`src/rtl/seg_display_arbiter.sv`:
```
// Two-client arbiter for the shared 8-digit multiplexed 7-segment display.
// Client 1 has priority, owners keep a minimum hold, and every handover is blanked for a fixed gap.
module seg_display_arbiter #(
    parameter int SCAN_DIV    = 50000,
    parameter int HOLD_CYCLES = 100000000,
    parameter int GAP_CYCLES  = 16
) (
    input  logic        clk,
    input  logic        rst_n,
    input  logic        req0,
    input  logic        req1,
    input  logic [31:0] data0,
    input  logic [31:0] data1,
    input  logic [7:0]  blank0,
    input  logic [7:0]  blank1,
    output logic [1:0]  grant,
    output logic [7:0]  seg_out,
    output logic [7:0]  digit_sel,
    output logic        switch_pulse
);

    localparam int SCAN_W = (SCAN_DIV > 1)    ? $clog2(SCAN_DIV)    : 1;
    localparam int HOLD_W = (HOLD_CYCLES > 1) ? $clog2(HOLD_CYCLES) : 1;
    localparam int GAP_W  = (GAP_CYCLES > 1)  ? $clog2(GAP_CYCLES)  : 1;

    localparam logic [SCAN_W-1:0] SCAN_LAST = SCAN_W'(SCAN_DIV - 1);
    localparam logic [HOLD_W-1:0] HOLD_LAST = HOLD_W'(HOLD_CYCLES - 1);
    localparam logic [GAP_W-1:0]  GAP_LAST  = GAP_W'(GAP_CYCLES - 1);

    localparam logic [1:0] S_IDLE = 2'd0;
    localparam logic [1:0] S_GAP  = 2'd1;
    localparam logic [1:0] S_OWN0 = 2'd2;
    localparam logic [1:0] S_OWN1 = 2'd3;

    logic [1:0]        state, state_nxt;
    logic [GAP_W-1:0]  gap_cnt;
    logic [HOLD_W-1:0] hold_cnt;
    logic [SCAN_W-1:0] scan_cnt;
    logic [2:0]        idx;

    logic        in_own;
    logic        own_stay;
    logic        own_enter;
    logic [31:0] own_data;
    logic [7:0]  own_blank;
    logic [3:0]  own_nibble;

    function automatic logic [7:0] decode(input logic [3:0] nib, input logic dark);
        logic [7:0] s;
        s = 8'h40;
        if (dark) begin
            s = 8'h00;
        end else begin
            case (nib)
                4'd0:    s = 8'h3F;
                4'd1:    s = 8'h06;
                4'd2:    s = 8'h5B;
                4'd3:    s = 8'h4F;
                4'd4:    s = 8'h66;
                4'd5:    s = 8'h6D;
                4'd6:    s = 8'h7D;
                4'd7:    s = 8'h07;
                4'd8:    s = 8'h7F;
                4'd9:    s = 8'h6F;
                default: s = 8'h40;
            endcase
        end
        return s;
    endfunction

    // Owner drop is checked before preemption so a simultaneous drop+preempt is a plain drop.
    always_comb begin
        state_nxt = state;
        case (state)
            S_IDLE: begin
                if (req1 || req0) state_nxt = S_GAP;
            end
            S_GAP: begin
                if (gap_cnt == GAP_LAST) begin
                    if (req1)      state_nxt = S_OWN1;
                    else if (req0) state_nxt = S_OWN0;
                    else           state_nxt = S_IDLE;
                end
            end
            S_OWN0: begin
                if (!req0)                               state_nxt = S_GAP;
                else if (req1 && (hold_cnt == HOLD_LAST)) state_nxt = S_GAP;
            end
            S_OWN1: begin
                if (!req1) state_nxt = S_GAP;
            end
            default: state_nxt = S_IDLE;
        endcase
    end

    assign in_own     = (state == S_OWN0) || (state == S_OWN1);
    assign own_stay   = in_own && (state_nxt == state);
    assign own_enter  = (state == S_GAP) && ((state_nxt == S_OWN0) || (state_nxt == S_OWN1));
    assign own_data   = (state == S_OWN1) ? data1  : data0;
    assign own_blank  = (state == S_OWN1) ? blank1 : blank0;
    assign own_nibble = own_data[{idx, 2'b00} +: 4];

    always_comb begin
        case (state)
            S_OWN0:  grant = 2'b01;
            S_OWN1:  grant = 2'b10;
            default: grant = 2'b00;
        endcase
    end

    always_ff @(posedge clk or negedge rst_n) begin
        if (!rst_n) begin
            state        <= S_IDLE;
            gap_cnt      <= '0;
            hold_cnt     <= '0;
            scan_cnt     <= '0;
            idx          <= 3'd0;
            seg_out      <= 8'h00;
            digit_sel    <= 8'h00;
            switch_pulse <= 1'b0;
        end else begin
            state        <= state_nxt;
            switch_pulse <= own_enter;

            if ((state == S_GAP) && (state_nxt == S_GAP))
                gap_cnt <= gap_cnt + GAP_W'(1);
            else
                gap_cnt <= '0;

            // Any cycle that is not a continuing ownership restarts the scan and blanks the bus.
            if (own_stay) begin
                if (hold_cnt != HOLD_LAST)
                    hold_cnt <= hold_cnt + HOLD_W'(1);
                if (scan_cnt == SCAN_LAST) begin
                    scan_cnt  <= '0;
                    seg_out   <= decode(own_nibble, own_blank[idx]);
                    digit_sel <= 8'b1 << idx;
                    idx       <= idx + 3'd1;
                end else begin
                    scan_cnt <= scan_cnt + SCAN_W'(1);
                end
            end else begin
                hold_cnt  <= '0;
                scan_cnt  <= '0;
                idx       <= 3'd0;
                seg_out   <= 8'h00;
                digit_sel <= 8'h00;
            end
        end
    end

endmodule

```
`config.mk`:
```
export PLATFORM = sky130hd
export DESIGN_NAME = seg_display_arbiter
export DESIGN_NICKNAME = d
export VERILOG_FILES = /design/src/rtl/seg_display_arbiter.sv
export SDC_FILE = /design/constraint.sdc
export NUM_CORES = 1
export LEC_CHECK = 0
export CAP_MARGIN = 25
export CORE_MARGIN = 3
export CORE_UTILIZATION = 39
export DETAILED_ROUTE_END_ITERATION = 10
export DONT_BUFFER_PORTS = 1
export GPL_ROUTABILITY_DRIVEN = 0
export PLACE_DENSITY_LB_ADDON = 0.25
export SYNTH_ARGS = -nofsm -noshare
export SYNTH_HDL_FRONTEND = slang
export SYNTH_SLANG_ARGS = --single-unit
```
`constraint.sdc`:
```
create_clock -name clk -period 2.7 [get_ports clk]
set_clock_uncertainty 0.2 [all_clocks]
set_input_delay 0.27 -clock clk [delete_from_list [all_inputs] [get_ports clk]]
set_output_delay 0.27 -clock clk [all_outputs]
set_load 0.01 [all_outputs]
```
## Word level (Yosys, flattened, before mapping)

Memory sizes are Yosys's and may differ from the RTL's.
Cells that the tools add are included.

- Flip-flop bits (word level): 69
- Bits in read-only memories: 112
- Input bits: 84
- Output and inout bits: 19
- Word-level logic and storage cells: 62
- Memories kept: 1

Memory list:

| memory | words | width | read ports | clocked after memory_dff | write ports | line | RTL |
|---|---|---|---|---|---|---|---|
| (no name shown) | 16 | 7 | 1 | 0 | 0 | 54 | `case (nib)` |

- $add $sub $neg: 4
- Order comparisons: 1
- Equality and inequality tests: 13
- Shift-type cells: 2
- Muxes and demuxes: 25
- Reductions and logical operators: 8

Operators by type and width:

| cell | count |
|---|---|
| 2-to-1 mux 27 bit | 2 |
| 2-to-1 mux 8 bit | 6 |
| 2-to-1 mux 16 bit | 2 |
| 2-to-1 mux 32 bit | 1 |
| indexed part select 32 x 6 -> 4 bit | 1 |
| adder 27 x 1 -> 27 bit, second input constant | 1 |
| equality test 27 bit, second input constant | 1 |
| != test 27 bit, second input constant | 1 |
| adder 16 x 1 -> 16 bit, second input constant | 1 |
| equality test 16 bit, second input constant | 1 |
| 2-to-1 mux 2 bit | 7 |
| equality test 2 bit, second input constant | 4 |
| one-hot mux 2 bit (4 select lines) | 1 |
| << shifter 1 x 3 -> 8 bit, first input constant | 1 |
| 2-to-1 mux 3 bit | 2 |
| adder 4 x 1 -> 4 bit, second input constant | 1 |
| equality test 2 x 1 -> 1 bit, second input constant | 2 |
| equality test 4 bit, second input constant | 1 |
| logical AND 1 bit | 4 |
| < comparator 3 x 4 -> 1 bit, second input constant | 1 |
| 2-to-1 mux 4 bit | 1 |
| != test 2 x 1 -> 1 bit, second input constant | 2 |
| one-hot mux 2 bit (2 select lines) | 1 |
| adder 3 x 1 -> 3 bit, second input constant | 1 |
| other kinds (5) | 7 |

## Longest topological paths before layout

Gate-level depths: netlist (run 1).

- Depth after elaboration: 8
- Gate-level depth with buffers: 11
- Mapped depth without buffers: 10

## Worst setup path before layout (run 1)

Ideal clock, no wire load.

- Path type: reg2reg
- From: register state[0]
- To: register seg_out[1]
- Setup time: 131 ps
- Arrival time: 2335 ps
- Data required time: 2369 ps
- Setup slack: 33 ps
- Cell stages (with the launch flop): 10
- Buffers on the path: 1
- Period minus slack after synthesis: 2667 ps
- Cells stage by stage: dfrtp_1 nand2_1 inv_2 buf_4 mux4_2 a22oi_1 o31a_1 ha_1 nor4_1 o21ai_0

- Word-level cells in the longest chain between the ends: 7
- Elaborated cells on any way between the ends: 23
- Those cells by class: 5 x eq/ne; 1 x shift; 13 x mux; 3 x reduce/logical; 1 x memory

Ends and longest elaborated chain:

| element | line | RTL |
|---|---|---|
| start, declared | 35 | `logic [1:0] state, state_nxt;` |
| start signal, assigned | 122 | `state <= state_nxt;` |
| equality test 2 bit | - |  |
| 2-to-1 mux 32 bit or 2-to-1 mux 8 bit (tied branches) | 99, 100 |  |
| indexed part select 32 x 6 -> 4 bit or binary-select mux 1 bit (select 3 bit) (tied branches) | 101, 136 |  |
| memory (16 x 7 bit) or 2-to-1 mux 1 bit (tied branches) | - |  |
| 2-to-1 mux 8 bit | 51 | `if (dark) begin` |
| 2-to-1 mux 8 bit | 134 | `if (scan_cnt == SCAN_LAST) begin` |
| 2-to-1 mux 8 bit | 131 | `if (own_stay) begin` |
| end signal, assigned | 136 | `seg_out <= decode(own_nibble, own_blank[idx]);` |
| end, declared | 17 | `output logic [7:0] seg_out,` |

Parallel ways exist; a longest one is shown, timed or not. The select of a mux whose other input is x is not followed.
A chain may end at the register's enable or synchronous reset.

## Worst setup path in the final report (run 1)

- From: register hold_cnt[9]
- To: register seg_out[5]

- Word-level cells in the longest chain between the ends: 8
- Elaborated cells on any way between the ends: 9
- Those cells by class: 3 x eq/ne; 4 x mux; 2 x reduce/logical

Ends and longest elaborated chain:

| element | line | RTL |
|---|---|---|
| start, declared | 37 | `logic [HOLD_W-1:0] hold_cnt;` |
| start signal, assigned | 133 | `hold_cnt <= hold_cnt + HOLD_W'(1);` |
| equality test 27 bit * | 87 | `else if (req1 && (hold_cnt == HOLD_LAST)) state_nxt = S_GAP;` |
| logical AND 1 bit * | 87 |  |
| 2-to-1 mux 2 bit * | 87 |  |
| 2-to-1 mux 2 bit * | 86 | `if (!req0) state_nxt = S_GAP;` |
| one-hot mux 2 bit (4 select lines) * | 74 | `case (state)` |
| equality test 2 bit * | 97 | `assign own_stay = in_own && (state_nxt == state);` |
| logical AND 1 bit * | 97 |  |
| != test 2 x 1 -> 1 bit (no source line) or 2-to-1 mux 8 bit (tied branches) | - |  |

Every way passes the cells marked *; elsewhere a longest branch is shown, timed or not.

==> results of run 1 <==
## per-stage QoR
| stage | utilization (%) | instance area, sq um | power (uW) | setup TNS [ns] | worst slack, ns |
|---|---|---|---|---|---|
| floorplan | - | 4150 | 1480 | 0 | 0.0335 |
| CTS | 45.5 | 4700 | 2460 | 0 | 0.00908 |
| detailed placement | 43.0 | 4430 | 1590 | -0.118 | -0.0455 |
| finish | 47.1 | 4860 | 2490 | 0 | 0.0720 |
| global placement | 43.0 | 4430 | 1580 | -0.0217 | -0.0217 |
| global route | 47.1 | 4860 | 2640 | -0.261 | -0.0614 |
## per-layer routing
metal  wire length (microns)  share of wire [%]  track usage (%)
met5                       0                  0                0
met4                     165                1.6             5.14
met2                    4690                 46             26.3
met3                     622                6.1             5.03
met1                    4640                 46             24.7
## sequential cells by signal, summed over array words and instances, names as in the netlist
register      count
hold_cnt         27
scan_cnt         16
digit_sel         8
seg_out           7
gap_cnt           4
idx               3
state             2
switch_pulse      1
## worst max-delay path by stage
| stage | cells past startpoint | from | slack [ns] | to |
|---|---|---|---|---|
| after detailed placement | 8 | state[1] | -0.05 | seg_out[1] |
| after global routing | 8 | hold_cnt[9] | -0.06 | seg_out[0] |
| after floorplan | 9 | state[0] | 0.03 | seg_out[1] |
| after CTS | 8 | state[1] | 0.009 | seg_out[1] |
| final | 8 | hold_cnt[9] | 0.07 | seg_out[5] |
| after global placement | 8 | state[1] | -0.02 | seg_out[1] |
## layout by cell type (no fill, tap or decap), types with 3 or more instances in the layout
cell type                       instances
sky130_fd_sc_hd__nand3_1               19
sky130_fd_sc_hd__nor3_1                 7
sky130_fd_sc_hd__o211ai_1               3
sky130_fd_sc_hd__nand4_1                5
sky130_fd_sc_hd__a211o_1                4
sky130_fd_sc_hd__o21ai_0                7
sky130_fd_sc_hd__xor2_1                15
sky130_fd_sc_hd__buf_4                 34
sky130_fd_sc_hd__dlygate4sd3_1          4
sky130_fd_sc_hd__mux2i_1                9
sky130_fd_sc_hd__ha_1                  12
sky130_fd_sc_hd__and3_1                19
sky130_fd_sc_hd__a21oi_1                7
sky130_fd_sc_hd__dfrtp_1               68
sky130_fd_sc_hd__and2_1                 4
sky130_fd_sc_hd__inv_1                 13
sky130_fd_sc_hd__nand2_1               25
sky130_fd_sc_hd__clkbuf_8              11
sky130_fd_sc_hd__or3_1                  4
sky130_fd_sc_hd__o21bai_1               3
sky130_fd_sc_hd__nand2b_1               6
sky130_fd_sc_hd__a22o_1                 5
sky130_fd_sc_hd__xnor2_1               27
sky130_fd_sc_hd__a32o_1                 3
sky130_fd_sc_hd__or4_1                  3
sky130_fd_sc_hd__mux4_2                14
sky130_fd_sc_hd__nor2_1                73
## cell type report
cell class / count / area, sq um
clock buffers: 12 / 155
repair inverters: 1 / 5.00
repair buffers: 43 / 380
multi-input cells: 319 / 2360
inverters: 14 / 57.6
fillers: 944 / 5460
flip-flops and latches: 68 / 1700
well taps: 136 / 170
clock inverters: 2 / 35.0
## cell families (layout without fill, tap and decap cells)
group / count (synthesis) / after routing / share of synthesized area (%)
and+or+nand+nor: 190 / 191 / 23.3
DFF: 68 / 68 / 41.0
AOI/OAI and AO/OA: 49 / 49 / 9.14
xor gates and xnor gates: 42 / 42 / 8.87
buffers and inverters: 33 / 72 / 3.89
muxes: 23 / 23 / 9.77
adders and majority gates: 13 / 13 / 3.92
other: 1 / 1 / 0.0904
## synth_stat cells (4+ instances only)
cell type                   n  area share, %
sky130_fd_sc_hd__a21oi_1    7           0.84
sky130_fd_sc_hd__a22o_1     5            1.1
sky130_fd_sc_hd__mux2i_1    9            2.2
sky130_fd_sc_hd__nand4_1    5           0.75
sky130_fd_sc_hd__nand2b_1   6           0.91
sky130_fd_sc_hd__nand3_1   19            2.3
sky130_fd_sc_hd__buf_2      6           0.72
sky130_fd_sc_hd__clkbuf_1   7           0.63
sky130_fd_sc_hd__and3_1    19            2.9
sky130_fd_sc_hd__xnor2_1   27            5.7
sky130_fd_sc_hd__dfrtp_1   68             41
sky130_fd_sc_hd__o21ai_0    7           0.84
sky130_fd_sc_hd__nor2_1    73            6.6
sky130_fd_sc_hd__mux4_2    14            7.6
sky130_fd_sc_hd__and2_1     4           0.60
sky130_fd_sc_hd__a211o_1    4           0.84
sky130_fd_sc_hd__ha_1      13            3.9
sky130_fd_sc_hd__or3_1      4           0.60
sky130_fd_sc_hd__nor3_1     9            1.1
sky130_fd_sc_hd__xor2_1    15            3.2
sky130_fd_sc_hd__inv_1     13            1.2
sky130_fd_sc_hd__nand2_1   26            2.4
## where the power goes
part / switching (uW) / internal [uW]
registers: 32.4 / 1060
clock network: 358 / 466
logic: 286 / 285
## repair_timing
action                     in CTS  in global routing
hold endpoints to repair       70                  0
buffers inserted                0                  8
setup endpoints to repair       6                 37
hold buffers                    5                  0
resized for setup               2                 16
cloned                          0                  2
pin swaps                       0                  6
## worst min-delay path: stages
cell,delay (ns)
sky130_fd_sc_hd__xnor2_1,0.10
sky130_fd_sc_hd__a2bb2oi_1,0.06
sky130_fd_sc_hd__o32a_1,0.18
==> PnR_summary.wiki, run 1 <==
{| class="wikitable"
! Metric !! Value
|-
| Status || finished clean
|-
| Warnings from Yosys || 0
|-
| Wire length of the first global-routing pass || 16.2 mm
|-
| Worst Setup Start Kind || flop
|-
| Number of placed instances, taps included || 566
|-
| Routed len/inst || 17.0 microns
|-
| Worst-Margin Slew || 0.613 ns
|-
| Total buffers and inverters traversed by the critical path || 1
|-
| R2r endpoint || seg_out[5]
|-
| Min-Delay Path Depth || 3
|-
| Detail Route Antenna Nets || 0
|-
| TritonCTS Buffers || 9
|-
| Core region area || 10300 sq um
|-
| Level count of the clock H-tree || 3
|-
| Critical Path Sink Type || flop
|-
| CTS tree || done
|-
| Clk Latency, worst-skew pair || 0.34 ns
|-
| Start point of the worst min-delay path || req0
|-
| Global-route congestion overflow total || 0
|-
| Share of synthesized flip-flops with an asynchronous set or reset || 100%
|-
| Maximum clock rate || 0.381 GHz
|-
| Pwr dens || 512 nW/um^2
|-
| Sink Count || 68
|-
| Starting DRT DRC Count || 215
|-
| Worst hold margin || 0.128 ns
|-
| Top-level port count || 103
|-
| Critical path type || reg2reg
|-
| Path class of the lowest-slack min-delay path || in2reg
|-
| Via density per instance || 5.40
|-
| Sum of routed wire length over all layers || 10.1 mm
|-
| Fraction of layout instances using a drive strength above 1 || 19.0%
|-
| Worst endpoint required time || 2.72 ns
|-
| Final hold violation count || 0
|-
| Worst Path Arrival || 2.65 ns
|-
| Post-Syn Area per Cell || 9.90 sq um
|-
| Max capacitance violation total || 0
|-
| Detail Placement HPWL || 7.40 mm
|-
| Kind of cell adding the most delay to the critical path || simple AND/OR/NAND/NOR gates
|-
| Critical-path top delay cell || sky130_fd_sc_hd__or4_4
|-
| Post-Syn Nets || 516
|-
| Synthesized area || 4150 sq um
|-
| Final layout net count || 553
|-
| Crit share post-route || 97.3%
|-
| Period minus WS final || 2.63 ns
|-
| Largest fanout on the critical path || 14
|-
| Cell count after synthesis || 419
|-
| Final setup vio count || 0
|-
| Die Ht || 109 microns
|-
| Layout Cells excl Fill || 595
|-
| Endpoint, Worst Hold || state[0]
|-
| Number of detailed-route iterations in the first pass || 4
|-
| FP Rows || 37
|-
| Unrepaired setup endpoints after global routing || yes
|-
| Die outline width || 109 microns
|-
| Count of final max-slew check failures || 0
|-
| Root buf cell || sky130_fd_sc_hd__clkbuf_8
|-
| Quantity of I/O buffers inserted on ports || 0
|-
| Sequential area share after synthesis || 41.0%
|-
| Beginning of the worst register-to-register path || hold_cnt[9]
|-
| Reg-to-reg slack, setup || 0.07 ns
|-
| Critical Path Max Stage Delay || 0.57 ns
|-
| Inserted Diodes || 0
|-
| Global-route total usage across every layer || 17.5%
|-
| Pin count of the biggest net entering global routing || 69
|-
| Initial antenna violation count || 0
|-
| Commonest register cell after synthesis || sky130_fd_sc_hd__dfrtp_1
|-
| Number of enable-type register cells in the synthesized netlist || 0
|-
| Vias in the first global route || 3115
|-
| Worst-case reg-to-reg path depth || 8
|-
| Worst VDD drop || 0.288 mV
|-
| Starting density of the core || 40.2%
|-
| Worst max-slew margin expressed relative to the limit || 58.7%
|-
| Flops & latches, synth || 68
|-
| Number of library cell types mapped by synthesis || 58
|-
| CTS clock-pin slew for the worst setup and hold paths || 0.07 ns
|-
| Clock buffer depth || 2
|-
| Crit path cell chain || nor4_4, nand3_1, or4_4, o311ai_4, buf_6, nor2b_4, a22oi_2, o21ai_1
|-
| Post-route DRC || 0
|-
| Area growth syn-to-layout || 17.2%
|-
| Die Outline Area || 11900 sq um
|-
| Leak || 0.00204 uW
|-
| Total vias in the final route || 3213
|}
No activity file was read; power rests on OpenSTA's default activity.
==> run 2: changes to the inputs <==
Settings changed: CTS_BUF_LIST set to sky130_fd_sc_hd__clkbuf_8.
Clock period 2.7 ns to 3.4 ns, I/O delays scaled along.
==> run 2 against run 1 <==
Maximum frequency is 9.9% lower. Die area stayed put. Non-clock buffer count is 30 lower. Highest routed layer unchanged. Critical path type unchanged. Combinational power is 35% lower. Clock power is 16% lower. Final area is 6.5% lower.
==> PnR_summary.wiki, run 2 (synthesized netlist as in run 1, its figures left out) <==
{| class="wikitable"
! Metric !! Value
|-
| Global-route total usage across every layer || 17.1% (-0.40 points)
|-
| Worst-Margin Slew || 0.893 ns (+0.279 ns)
|-
| Detail Route Antenna Nets || 0 (unchanged)
|-
| Worst Path Arrival || 3.00 ns (+0.35 ns)
|-
| Final core utilization || 44.0% (-3.1 points)
|-
| Period minus WS final || 2.92 ns (+0.290 ns)
|-
| Worst max-slew margin expressed relative to the limit || 40.0% (-19 points)
|-
| Pwr dens || 425 nW/um^2 (-17%)
|-
| Final layout net count || 521 (-5.8%)
|-
| Kind of cell adding the most delay to the critical path || compound AO/OA/AOI/OAI gates
|-
| Worst endpoint required time || 3.48 ns (+0.76 ns)
|-
| Unrepaired setup endpoints after global routing || no
|-
| Die outline width || 109 microns (unchanged)
|-
| Level count of the clock H-tree || 3 (unchanged)
|-
| Clk Latency, worst-skew pair || 0.35 ns (about the same)
|-
| Maximum clock rate || 0.343 GHz (-9.9%)
|-
| Beginning of the worst register-to-register path || state[0]
|-
| Core region area || 10300 sq um (unchanged)
|-
| TritonCTS Buffers || 9 (unchanged)
|-
| Final setup vio count || 0 (unchanged)
|-
| Commonest cells after routing, fill and taps aside || 73 x sky130_fd_sc_hd__nor2_1, 68 x sky130_fd_sc_hd__dfrtp_1, 27 x sky130_fd_sc_hd__xnor2_1
|-
| Critical path type || reg2reg
|-
| Wire length of the first global-routing pass || 15.8 mm (-2.6%)
|-
| Starting density of the core || 40.2% (unchanged)
|-
| Sequential Power Share || 44.8% (+0.8 points)
|-
| Clock buffer depth || 2 (unchanged)
|-
| Sink Count || 68 (unchanged)
|-
| Switching share of power || 27.9% (+0.79 points)
|-
| Accumulated negative setup slack || 0 ns (unchanged)
|-
| Critical Path Max Stage Delay || 0.57 ns (about the same)
|-
| Largest fanout on the critical path || 17 (+3)
|-
| CTS clock-pin slew for the worst setup and hold paths || 0.08 ns (about the same)
|-
| Share of power burned in the clock network || 35.9% (+2.8 points)
|-
| FP Rows || 37 (unchanged)
|-
| Number of setup buffers added after CTS || 0 (unchanged)
|-
| Root buf cell || sky130_fd_sc_hd__clkbuf_8
|-
| Total vias in the final route || 3058 (-4.8%)
|-
| Detail Placement HPWL || 7.16 mm (-3.3%)
|-
| Crit share post-route || 85.8% (-12 points)
|-
| Area growth syn-to-layout || 9.56%
|-
| Sum of routed wire length over all layers || 9.45 mm (-6.6%)
|-
| Register ranked first by flip-flop count || hold_cnt
|-
| Crit path cell chain || nand2_1, inv_2, mux4_2, a22oi_1, o31a_1, inv_1, ha_1, and2_1, o21bai_1, o21ai_1
|-
| Total buffers and inverters traversed by the critical path || 2 (+1)
|-
| Global-route congestion overflow total || 0 (unchanged)
|-
| Internal power of the cells || 1390 uW (-23%)
|-
| Worst hold margin || 0.151 ns (+0.0231 ns)
|-
| Largest registers || hold_cnt x27, scan_cnt x16, digit_sel x8
|-
| Die Ht || 109 microns (unchanged)
|-
| Critical Path Sink Type || flop
|-
| Via density per instance || 5.41 (+0.23%)
|-
| Path class of the lowest-slack min-delay path || in2reg
|-
| Leak || 0.00185 uW (-9.0%)
|-
| Post-route DRC || 0 (unchanged)
|-
| Area taken by flip-flops and latches || 1700 sq um (unchanged)
|-
| Net switching power || 540 uW (-20%)
|-
| Max reg flops || 27 (unchanged)
|-
| CP Launch Point || state[0]
|-
| Final hold violation count || 0 (unchanged)
|-
| Routed len/inst || 16.7 microns (-1.6%)
|-
| Gate power share || 19.2% (-3.7 points)
|-
| Initial antenna violation count || 0 (unchanged)
|-
| Fraction of layout instances using a drive strength above 1 || 11.7% (-7.3 points)
|-
| Vias in the first global route || 3053 (-2.0%)
|-
| Sum of internal, switching and leakage power || 1930 uW (-22%)
|-
| Quantity of I/O buffers inserted on ports || 0 (unchanged)
|-
| Worst Setup Start Kind || flop
|-
| Die Outline Area || 11900 sq um (unchanged)
|-
| Layout fillers || 997 (+5.6%)
|-
| Worst VDD drop || 0.192 mV (-33%)
|-
| Number of detailed-route iterations in the first pass || 4 (unchanged)
|-
| Multi-input gate area in the final layout || 2280 sq um (-3.0%)
|-
| CTS tree || done
|-
| Max capacitance violation total || 0 (unchanged)
|-
| Reg-to-reg slack, setup || 0.48 ns (+0.41 ns)
|-
| Most common library cell in the layout ignoring fill and taps || sky130_fd_sc_hd__nor2_1
|-
| Status || finished clean
|-
| Count of final max-slew check failures || 0 (unchanged)
|-
| Starting DRT DRC Count || 173 (-20%)
|-
| Start point of the worst min-delay path || req0
|-
| Pin count of the biggest net entering global routing || 69 (unchanged)
|-
| Inserted Diodes || 0 (unchanged)
|-
| Critical-path top delay cell || sky130_fd_sc_hd__mux4_2
|-
| Top-level port count || 103 (unchanged)
|}
-- run 2: power groups by stage --
stage | registers (uW) | clock network (uW) | logic [uW]
floorplan | 879 | 0 | 297
finish | 866 | 694 | 372
global placement | 881 | 0 | 344
CTS | 866 | 721 | 377
detailed placement | 883 | 0 | 352
global route | 870 | 767 | 419
-- run 2: routing by layer --
layer  global-route usage [%]  share of wire [%]
met5                        0                  0
met1                     22.8                 45
met2                     26.2                 48
met4                     3.88                1.2
met3                     7.05                6.2
-- run 2: timing repair --
item	CTS	global route
hold buffers	4	0
hold endpoints to repair	70	0
resized for setup	0	0
endpoints found under the setup margin	0	0
-- run 2: worst paths after layout --
kind / end / cells past startpoint
setup / recovery: seg_out[5] / 10
hold / removal: state[0] / 3
setup reg to reg: seg_out[5] / 10
hold reg to reg: scan_cnt[0] / 1
max in group asynchronous: digit_sel[7] / 2
min in group asynchronous: seg_out[4] / 2
-- run 2: metrics by stage --
stage / cell area [sq um] / instances / setup WS [ns]
after CTS: 4540 / 565 / 0.468
after global routing: 4540 / 565 / 0.168
final: 4540 / 565 / 0.482
after global placement: 4280 / 545 / 0.564
after floorplan: 4150 / 419 / 0.733
after detailed placement: 4280 / 545 / 0.488
-- run 2: layout make-up --
cell class	instances	share of cell area, %
Clock buffer	11	3.33
Clock inverter	5	1.29
Sequential cell	68	37.4
Multi-Input combinational cell	318	50.3
Tap cell	136	3.74
Inverter	14	1.16
Timing Repair Buffer	13	2.75
-- run 2: worst register-to-register path, delay by kind of cell, from the launching register on --
family | cells | cell delay (ns)
AO/OA/AOI/OAI | 4 | 0.87
multiplexers | 1 | 0.58
buffers and inverters | 2 | 0.45
flip-flops | 1 | 0.35
AND/OR/NAND/NOR | 2 | 0.22
adder cells (fa/ha/maj) | 1 | 0.19
